===== config.mk =====
export PLATFORM = sky130hd
export DESIGN_NAME = bitserial_seq_ctrl
export DESIGN_NICKNAME = d
export VERILOG_FILES = /design/src/rtl/bitserial_seq_ctrl.sv
export SDC_FILE = /design/constraint.sdc
export NUM_CORES = 1
export LEC_CHECK = 0
export ABC_AREA = 0
export BUFFER_PORTS_ARGS = -buffer_cell sky130_fd_sc_hd__buf_4
export CAP_MARGIN = 10
export CORE_AREA = 5 5 58 60
export CTS_CLUSTER_SIZE = 24
export DETAILED_ROUTE_END_ITERATION = 7
export DIE_AREA = 0 0 63 65
export PLACE_DENSITY = 0.76
export SKIP_CTS_REPAIR_TIMING = 1
export SLEW_MARGIN = 10
export SYNTH_ARGS = -nofsm -noshare
export SYNTH_HDL_FRONTEND = slang
export SYNTH_SLANG_ARGS = --single-unit

===== constraint.sdc =====
create_clock -name Clk -period 1.9 [get_ports Clk]
set_clock_uncertainty 0.05 [all_clocks]
set_input_delay 0.38 -clock Clk [delete_from_list [all_inputs] [get_ports Clk]]
set_output_delay 0.38 -clock Clk [all_outputs]
set_load 0.01 [all_outputs]

===== src/rtl/bitserial_seq_ctrl.sv =====
`default_nettype none
// ============================================================================
// Module   : bitserial_seq_ctrl
// Summary  : Sequencer for a 1-bit compute slice. It streams two N-bit operand
//            registers LSB-first for N cycles and writes the result back
//            according to the routing code.
// Revision : 1.0 - initial release
// ============================================================================
module bitserial_seq_ctrl #(
    parameter int N = 8
) (
    input  logic         Clk,
    input  logic         Reset_n,
    input  logic         Execute,
    input  logic         LoadA,
    input  logic         LoadB,
    input  logic [N-1:0] Din,
    input  logic [2:0]   F,
    input  logic [1:0]   R,
    output logic [2:0]   slice_F,
    output logic         slice_A,
    output logic         slice_B,
    input  logic         slice_FAB,
    output logic [N-1:0] A_Out,
    output logic [N-1:0] B_Out,
    output logic         Busy,
    output logic         Done
);

    localparam int CW = (N > 1) ? $clog2(N) : 1;
    localparam logic [CW-1:0] c_cnt_last = CW'(N - 1);

    typedef enum logic [1:0] {
        S_IDLE  = 2'd0,
        S_SHIFT = 2'd1,
        S_HOLD  = 2'd2
    } state_t;

    state_t        r_state;
    logic [N-1:0]  r_a;
    logic [N-1:0]  r_b;
    logic [CW-1:0] r_cnt;
    logic [2:0]    r_f;
    logic [1:0]    r_r;
    logic          r_busy;
    logic          r_done;

    logic          w_new_a;
    logic          w_new_b;

    // Bit shifted into the MSB of each register; routing is latched at start.
    always_comb begin
        w_new_a = r_a[0];
        w_new_b = r_b[0];
        case (r_r)
            2'b00: begin w_new_a = r_a[0];    w_new_b = r_b[0];    end
            2'b01: begin w_new_a = r_a[0];    w_new_b = slice_FAB; end
            2'b10: begin w_new_a = slice_FAB; w_new_b = r_b[0];    end
            2'b11: begin w_new_a = r_b[0];    w_new_b = r_a[0];    end
            default: begin w_new_a = r_a[0]; w_new_b = r_b[0]; end
        endcase
    end

    always_ff @(posedge Clk or negedge Reset_n) begin
        if (!Reset_n) begin
            r_state <= S_IDLE;
            r_a     <= '0;
            r_b     <= '0;
            r_cnt   <= '0;
            r_f     <= 3'b000;
            r_r     <= 2'b00;
            r_busy  <= 1'b0;
            r_done  <= 1'b0;
        end else begin
            case (r_state)
                S_IDLE: begin
                    // A start request takes priority over any pending load.
                    if (Execute) begin
                        r_state <= S_SHIFT;
                        r_f     <= F;
                        r_r     <= R;
                        r_cnt   <= '0;
                        r_busy  <= 1'b1;
                    end else begin
                        if (LoadA) r_a <= Din;
                        if (LoadB) r_b <= Din;
                    end
                end
                S_SHIFT: begin
                    r_a <= {w_new_a, r_a[N-1:1]};
                    r_b <= {w_new_b, r_b[N-1:1]};
                    if (r_cnt == c_cnt_last) begin
                        r_state <= S_HOLD;
                        r_busy  <= 1'b0;
                        r_done  <= 1'b1;
                    end else begin
                        r_cnt <= r_cnt + 1'b1;
                    end
                end
                S_HOLD: begin
                    // Wait for the request to drop so one press gives one op.
                    if (!Execute) begin
                        r_state <= S_IDLE;
                        r_done  <= 1'b0;
                    end
                end
                default: begin
                    r_state <= S_IDLE;
                    r_busy  <= 1'b0;
                    r_done  <= 1'b0;
                end
            endcase
        end
    end

    assign slice_F = r_f;
    assign slice_A = r_a[0];
    assign slice_B = r_b[0];
    assign A_Out   = r_a;
    assign B_Out   = r_b;
    assign Busy    = r_busy;
    assign Done    = r_done;

endmodule
`default_nettype wire


==> reports/metrics.csv, run 1 <==
stage,metric,value,unit
floorplan,num rows,20,
worst_setup_path,CP max-delay cell,dfrtp_1,
flow_run,Max-Cap Viols,0,
cts,Worst-Skew Late Latency,0.31,ns
timing,Slew HR,0.713,
worst_setup_path,cell repeated most along the worst path,ha_1,
timing,Worst-Margin Slew,0.431,ns
worst_setup_path,"CP delay by family, top",adder cells,
drt,drt total wl,2.73,mm
logic_synthesis,cell with the most instances after synthesis,dfrtp_1,
logic_synthesis,cell type with the largest total area after synthesis,dfrtp_1,
cts,clock slew at reported path FFs,0.13,ns
timing,Max Fclk,0.597,GHz
worst_setup_path,CP Launch Point,r_cnt[0]$_DFFE_PN0P_,
power_and_ir_drop,Psw,1.00,mW
floorplan,Ports,42,
logic_synthesis,Synth Register Bits,28,
power_and_ir_drop,total power divided by cell area,1540,nW/um^2
worst_setup_path,CP Cell Sequence,"ha_1, ha_1, nor3b_2, nor2_1, mux2_2",
cts,CTS buffer count,3,
floorplan,total die area,4100,um^2
worst_setup_path,Worst path depth,5,
global_route,pin count of the biggest net entering global routing,31,
logic_synthesis,"Top FF cell, synth",dfrtp_1,
timing,Tmin final,1.67,ns
worst_setup_path,critical path startpoint category,flip-flop,
worst_setup_path,CP bufs+invs,0,
logic_synthesis,Yosys warnings,0,
power_and_ir_drop,Comb power frac,0.483,
timing,RSZ-0062 raised after global routing,false,
final_layout,diode count,0,
worst_setup_path,Crit. End Element,flip-flop,
drt,WL/cell,14.4,um
logic_synthesis,area of the mapped netlist,1330,um^2
worst_setup_path,Setup CP Type,flip-flop to flip-flop,
final_layout,Final #Nets,180,
logic_synthesis,most instantiated cells after synthesis,"dfrtp_1, mux2i_1, nand2_1, o21ai_1",
timing,Fin. Hold Viols,0,
logic_synthesis,"Distinct cells, synth",23,
logic_synthesis,syn_nets,139,
power_and_ir_drop,clock network fraction of total power,0.086,
cts,CTS tree,done,
timing,Final Setup Violations,0,
place,PortBufs,41,
logic_synthesis,post-synth top area share,0.525,
place,RePlAce Congestion,0.786,
power_and_ir_drop,Peak VDD IR,950,uV
final_layout,fraction of layout cells with a size suffix above 1,0.344,
global_route,Tot GR Track Use,0.142,
worst_setup_path,CP Capture Point,r_cnt[0]$_DFFE_PN0P_,
global_route,initial antenna violation count,0,
logic_synthesis,Avg Inst Size Synth,11.3,um^2
place,post-placement setup slack,0.219,ns
final_layout,Area Overhead vs Synth,26.4,%
global_route,total gr overflow,0,
drt,Via Count,1006,
worst_setup_path,reg2reg start,r_cnt[0]$_DFFE_PN0P_,
hold_path,Hold WC Path Type,primary input to flip-flop,
cts,clock sink count,28,
cts,clock tree buffer depth,2,
timing,crit share post-route,0.881,
global_route,vias in the first global route,1073,
logic_synthesis,Post-Synthesis Cells,118,
logic_synthesis,Synth area leaders,"dfrtp_1, mux2i_1, o21ai_1",
floorplan,core area,2880,um^2
worst_setup_path,R2R setup slack,0.23,ns
cts,root buffer cell,clkbuf_4,
outcome,status,finished clean,
worst_setup_path,Reg2Reg Capture Point,r_cnt[0]$_DFFE_PN0P_,
floorplan,Chip Height,65,um
worst_setup_path,"slowest stage delay, CP",0.41,ns
floorplan,Chip Width,63,um
global_route,global-route wire length before repair,4.73,mm
timing,final worst-path setup slack,0.226,ns
timing,Setup TNS,0,ns
place,hpwl dp,2.14,mm
worst_setup_path,Critical Path RT,2.06,ns
power_and_ir_drop,sw frac,0.385,
logic_synthesis,Post-synth ARST share,1.00,
power_and_ir_drop,sequential fraction of design power,0.431,
drt,Vias per Instance,5.29,
drt,Antenna Violating Nets Remaining,0,
drt,DRC viols,0,
worst_setup_path,r2r worst-path depth,5,
power_and_ir_drop,Pint,1.60,mW
floorplan,Starting Density,0.463,
power_and_ir_drop,total power draw,2.60,mW
cts,H-tree levels,1,
worst_setup_path,CP arrival,1.83,ns
worst_setup_path,"Max FO, Critical Path",4,
timing,Max Transition Viols Final,0,
drt,drt initial violations,55,
logic_synthesis,sequential element share of the synthesized area,0.525,
logic_synthesis,number of flops mapped to enable cells by yosys,0,
power_and_ir_drop,LEAKAGE,0.775,nW
drt,1st-pass router iterations,4,
[power by group through the flow]
stage / clock (mW) / combinational [mW] / sequential, mW
floorplan: 0 / 0.762 / 1.14
global placement: 0 / 1.24 / 1.11
detailed placement: 0 / 1.28 / 1.14
CTS: 0.240 / 1.28 / 1.12
global route: 0.276 / 1.41 / 1.17
finish: 0.224 / 1.26 / 1.12
[flip-flops by register name, summed over array words and instances, names as in the netlist]
register / flops
Busy: 1
r_cnt: 3
A_Out: 8
r_state: 2
slice_F: 3
Done: 1
B_Out: 8
r_r: 2
[worst min path at each step]
| stage | startpoint | endpoint | slack [ns] | cells after the start |
|---|---|---|---|---|
| floorplan | Reset_n | A_Out[0]$_DFFE_PN0P_ | 0.03 | 0 |
| global placement | Reset_n | A_Out[5]$_DFFE_PN0P_ | 0.26 | 1 |
| detailed placement | Reset_n | A_Out[5]$_DFFE_PN0P_ | 0.26 | 1 |
| CTS | Reset_n | A_Out[3]$_DFFE_PN0P_ | -0.1 | 1 |
| global route | R[0] | r_r[0]$_DFFE_PN0P_ | 0.19 | 2 |
| finish | R[0] | r_r[0]$_DFFE_PN0P_ | 0.23 | 2 |
[per-stage QoR]
step	hold WS [ns]	util	instances	area, um^2
after floorplan	0.0344	-	118	1330
after global placement	0.261	0.574	186	1650
after detailed placement	0.263	0.574	186	1650
after CTS	-0.0979	0.582	189	1680
after global routing	0.186	0.586	190	1690
final	0.226	0.586	190	1690
[cell usage in the layout, fill, tap and decap left out]
cell,count
inv_2,1
nor2b_2,1
dlygate4sd3_1,1
o22ai_1,1
a22o_1,2
clkbuf_4,3
ha_1,2
nor2_1,4
mux2i_1,18
o21ai_1,18
a21oi_1,2
dfrtp_1,28
nand2_1,18
nor4b_2,2
nor3b_4,1
a211o_1,2
buf_4,44
mux2_2,1
mux2_1,5
nand2b_1,1
nor3b_2,1
inv_1,1
[area by class of cell]
| class | count | area, um^2 |
|---|---|---|
| fillers | 255 | 1190 |
| flip-flops and latches | 28 | 701 |
| multi-input cells | 79 | 573 |
| repair buffers | 45 | 340 |
| well taps | 33 | 41.3 |
| clock buffers | 3 | 22.5 |
| inverters | 2 | 7.51 |
[logic make-up after synthesis]
| logic type | after synthesis | share of synthesized area |
|---|---|---|
| simple gates | 28 | 0.117 |
| buf+inv | 11 | 0.0469 |
| fa+ha+maj | 2 | 0.0188 |
| flops | 28 | 0.525 |
| compound gates | 25 | 0.106 |
| mux | 24 | 0.186 |
[layer usage]
metal  GRT usage  wire length (um)  vias to the layer above
met1       0.162              1130                      481
li1            -                 -                      492
met5           0                 0                        -
met3      0.0433               238                        2
met2       0.251              1360                       31
met4      0.0477                12                        0
Power figures use the tool's default switching activity.
==> inputs of run 2 (changes only) <==
- MAX_ROUTING_LAYER: not set -> met4
==> run 2 against run 1 <==
Global-route usage grew 0.35 points. Register-to-register slack is essentially flat. Clock power hardly changed. Final cell count unchanged. Final area did not move. First-iteration DRC count up 7.3%. Worst hold slack is essentially flat. Count of clock-buffer cells in the layout stayed put. Combinational power barely moved. Largest cell class unchanged. Wire length down 0.29%.
==> reports/metrics.csv, run 2 (synthesized netlist as in run 1, its figures left out) <==
stage,metric,value,unit,change
power_and_ir_drop,total power divided by cell area,1540,nW/um^2,about the same
final_layout,Final #Nets,180,,unchanged
timing,crit share post-route,0.881,,unchanged
global_route,pin count of the biggest net entering global routing,31,,unchanged
place,Post-Place Cells,186,,unchanged
timing,Max Transition Viols Final,0,,unchanged
outcome,status,finished clean,,
cts,clock tree buffer depth,2,,unchanged
drt,Antenna Violating Nets Remaining,0,,unchanged
drt,drt initial violations,59,,+7.3%
worst_setup_path,CP Launch Point,r_cnt[0]$_DFFE_PN0P_,,
timing,Setup TNS,0,ns,unchanged
drt,drt total wl,2.73,mm,-0.29%
cts,CTS tree,done,,
timing,RSZ-0062 raised after global routing,false,,
timing,Worst-Margin Slew,0.428,ns,-0.00265 ns
global_route,global-route wire length before repair,4.73,mm,-0.15%
floorplan,Starting Density,0.463,,unchanged
drt,DRC viols,0,,unchanged
timing,final worst-path setup slack,0.226,ns,unchanged
power_and_ir_drop,clock network fraction of total power,0.086,,about the same
global_route,Tot GR Track Use,0.146,,+0.00351
worst_setup_path,"Max FO, Critical Path",4,,unchanged
global_route,initial antenna violation count,0,,unchanged
cts,clock slew at reported path FFs,0.13,ns,about the same
final_layout,Fillers,255,,unchanged
timing,Final Setup Violations,0,,unchanged
place,PortBufs,41,,unchanged
final_layout,fraction of layout cells with a size suffix above 1,0.344,,unchanged
drt,WL/cell,14.3,um,-0.29%
cts,root buffer cell,clkbuf_4,,
cts,CTS buffer count,3,,unchanged
flow_run,Max-Cap Viols,0,,unchanged
worst_setup_path,R2R setup slack,0.23,ns,about the same
worst_setup_path,reg2reg start,r_cnt[0]$_DFFE_PN0P_,,
final_layout,diode count,0,,unchanged
drt,Vias per Instance,5.31,,+0.20%
floorplan,Chip Width,63,um,unchanged
timing,Slew HR,0.715,,+0.00177
floorplan,Ports,42,,unchanged
power_and_ir_drop,sequential fraction of design power,0.432,,about the same
final_layout,area occupied by multi-input gates,573,um^2,unchanged
power_and_ir_drop,Peak VDD IR,948,uV,-0.20%
place,post-placement setup slack,0.219,ns,unchanged
floorplan,num rows,20,,unchanged
worst_setup_path,Critical Path RT,2.06,ns,about the same
power_and_ir_drop,Pint,1.60,mW,unchanged
floorplan,total die area,4100,um^2,unchanged
worst_setup_path,Setup CP Type,flip-flop to flip-flop,,
power_and_ir_drop,Comb power frac,0.482,,about the same
place,RePlAce Congestion,0.797,,+1.4%
floorplan,core area,2880,um^2,unchanged
cts,Worst-Skew Late Latency,0.31,ns,about the same
worst_setup_path,Crit. End Element,flip-flop,,
final_layout,sequential cell area,701,um^2,unchanged
timing,Fin. Hold Viols,0,,unchanged
timing,Max Fclk,0.597,GHz,unchanged
hold_path,Hold WC Path Type,primary input to flip-flop,,
worst_setup_path,CP arrival,1.83,ns,about the same
final_layout,"leading cell types in the layout, fill and taps excluded","buf_4, dfrtp_1, mux2i_1, nand2_1, o21ai_1",,
final_layout,"most common cell after layout, fill and taps aside",buf_4,,
power_and_ir_drop,Psw,1.00,mW,about the same
power_and_ir_drop,LEAKAGE,0.775,nW,unchanged
place,hpwl dp,2.14,mm,unchanged
global_route,vias in the first global route,1074,,+0.093%
power_and_ir_drop,sw frac,0.385,,about the same
final_layout,Area Overhead vs Synth,26.4,%,unchanged
worst_setup_path,Reg2Reg Capture Point,r_cnt[0]$_DFFE_PN0P_,,
final_layout,Layout Cells excl Fill,190,,unchanged
worst_setup_path,CP Capture Point,r_cnt[0]$_DFFE_PN0P_,,
worst_setup_path,r2r worst-path depth,5,,unchanged
worst_setup_path,critical path startpoint category,flip-flop,,
cts,clock sink count,28,,unchanged
drt,Via Count,1008,,+0.20%
global_route,total gr overflow,0,,unchanged
cts,H-tree levels,1,,unchanged
floorplan,Chip Height,65,um,unchanged
timing,Tmin final,1.67,ns,unchanged
drt,1st-pass router iterations,4,,unchanged
run 2: worst max-delay path: stages, from the launching register on:
cell	delay [ns]
dfrtp_1	0.41
ha_1	0.20
ha_1	0.22
nor3b_2	0.27
nor2_1	0.13
mux2_2	0.28
run 2: cell type report:
cell class | instances | share of cell area
timing repair buffer | 45 | 0.202
tap | 33 | 0.0245
inverter | 2 | 0.00445
clock buffer | 3 | 0.0134
sequential | 28 | 0.416
multi-input combinational | 79 | 0.340
run 2: routing by layer:
layer | vias to the layer above | wire [um] | track usage | part of all wire
met4 | 0 | 12 | 0.0477 | 0.0044
met1 | 483 | 1130 | 0.162 | 0.41
met5 | - | 0 | - | 0
met3 | 2 | 224 | 0.0399 | 0.082
li1 | 492 | - | - | -
met2 | 31 | 1360 | 0.253 | 0.50
run 2: per-stage QoR:
| stage | total power [mW] | hold WS, ns | utilization | area, um^2 |
|---|---|---|---|---|
| 2_1_floorplan | 1.90 | 0.0344 | - | 1330 |
| 4_1_cts | 2.65 | -0.0979 | 0.582 | 1680 |
| 6_report | 2.60 | 0.226 | 0.586 | 1690 |
| 3_3_place_gp | 2.35 | 0.261 | 0.574 | 1650 |
| 5_1_grt | 2.86 | 0.186 | 0.586 | 1690 |
| 3_5_place_dp | 2.42 | 0.263 | 0.574 | 1650 |
run 2: worst min path at each step:
stage	from	end	slack, ns	depth (start not counted)
2_1_floorplan	Reset_n	A_Out[0]$_DFFE_PN0P_	0.03	0
6_report	R[0]	r_r[0]$_DFFE_PN0P_	0.23	2
3_5_place_dp	Reset_n	A_Out[5]$_DFFE_PN0P_	0.26	1
4_1_cts	Reset_n	A_Out[3]$_DFFE_PN0P_	-0.1	1
5_1_grt	R[0]	r_r[0]$_DFFE_PN0P_	0.19	2
3_3_place_gp	Reset_n	A_Out[5]$_DFFE_PN0P_	0.26	1
run 2: power groups by stage:
stage / registers, mW / clock network, mW / logic [mW]
3_3_place_gp: 1.11 / 0 / 1.24
6_report: 1.12 / 0.224 / 1.25
3_5_place_dp: 1.14 / 0 / 1.28
4_1_cts: 1.12 / 0.240 / 1.28
5_1_grt: 1.17 / 0.276 / 1.41
2_1_floorplan: 1.14 / 0 / 0.762
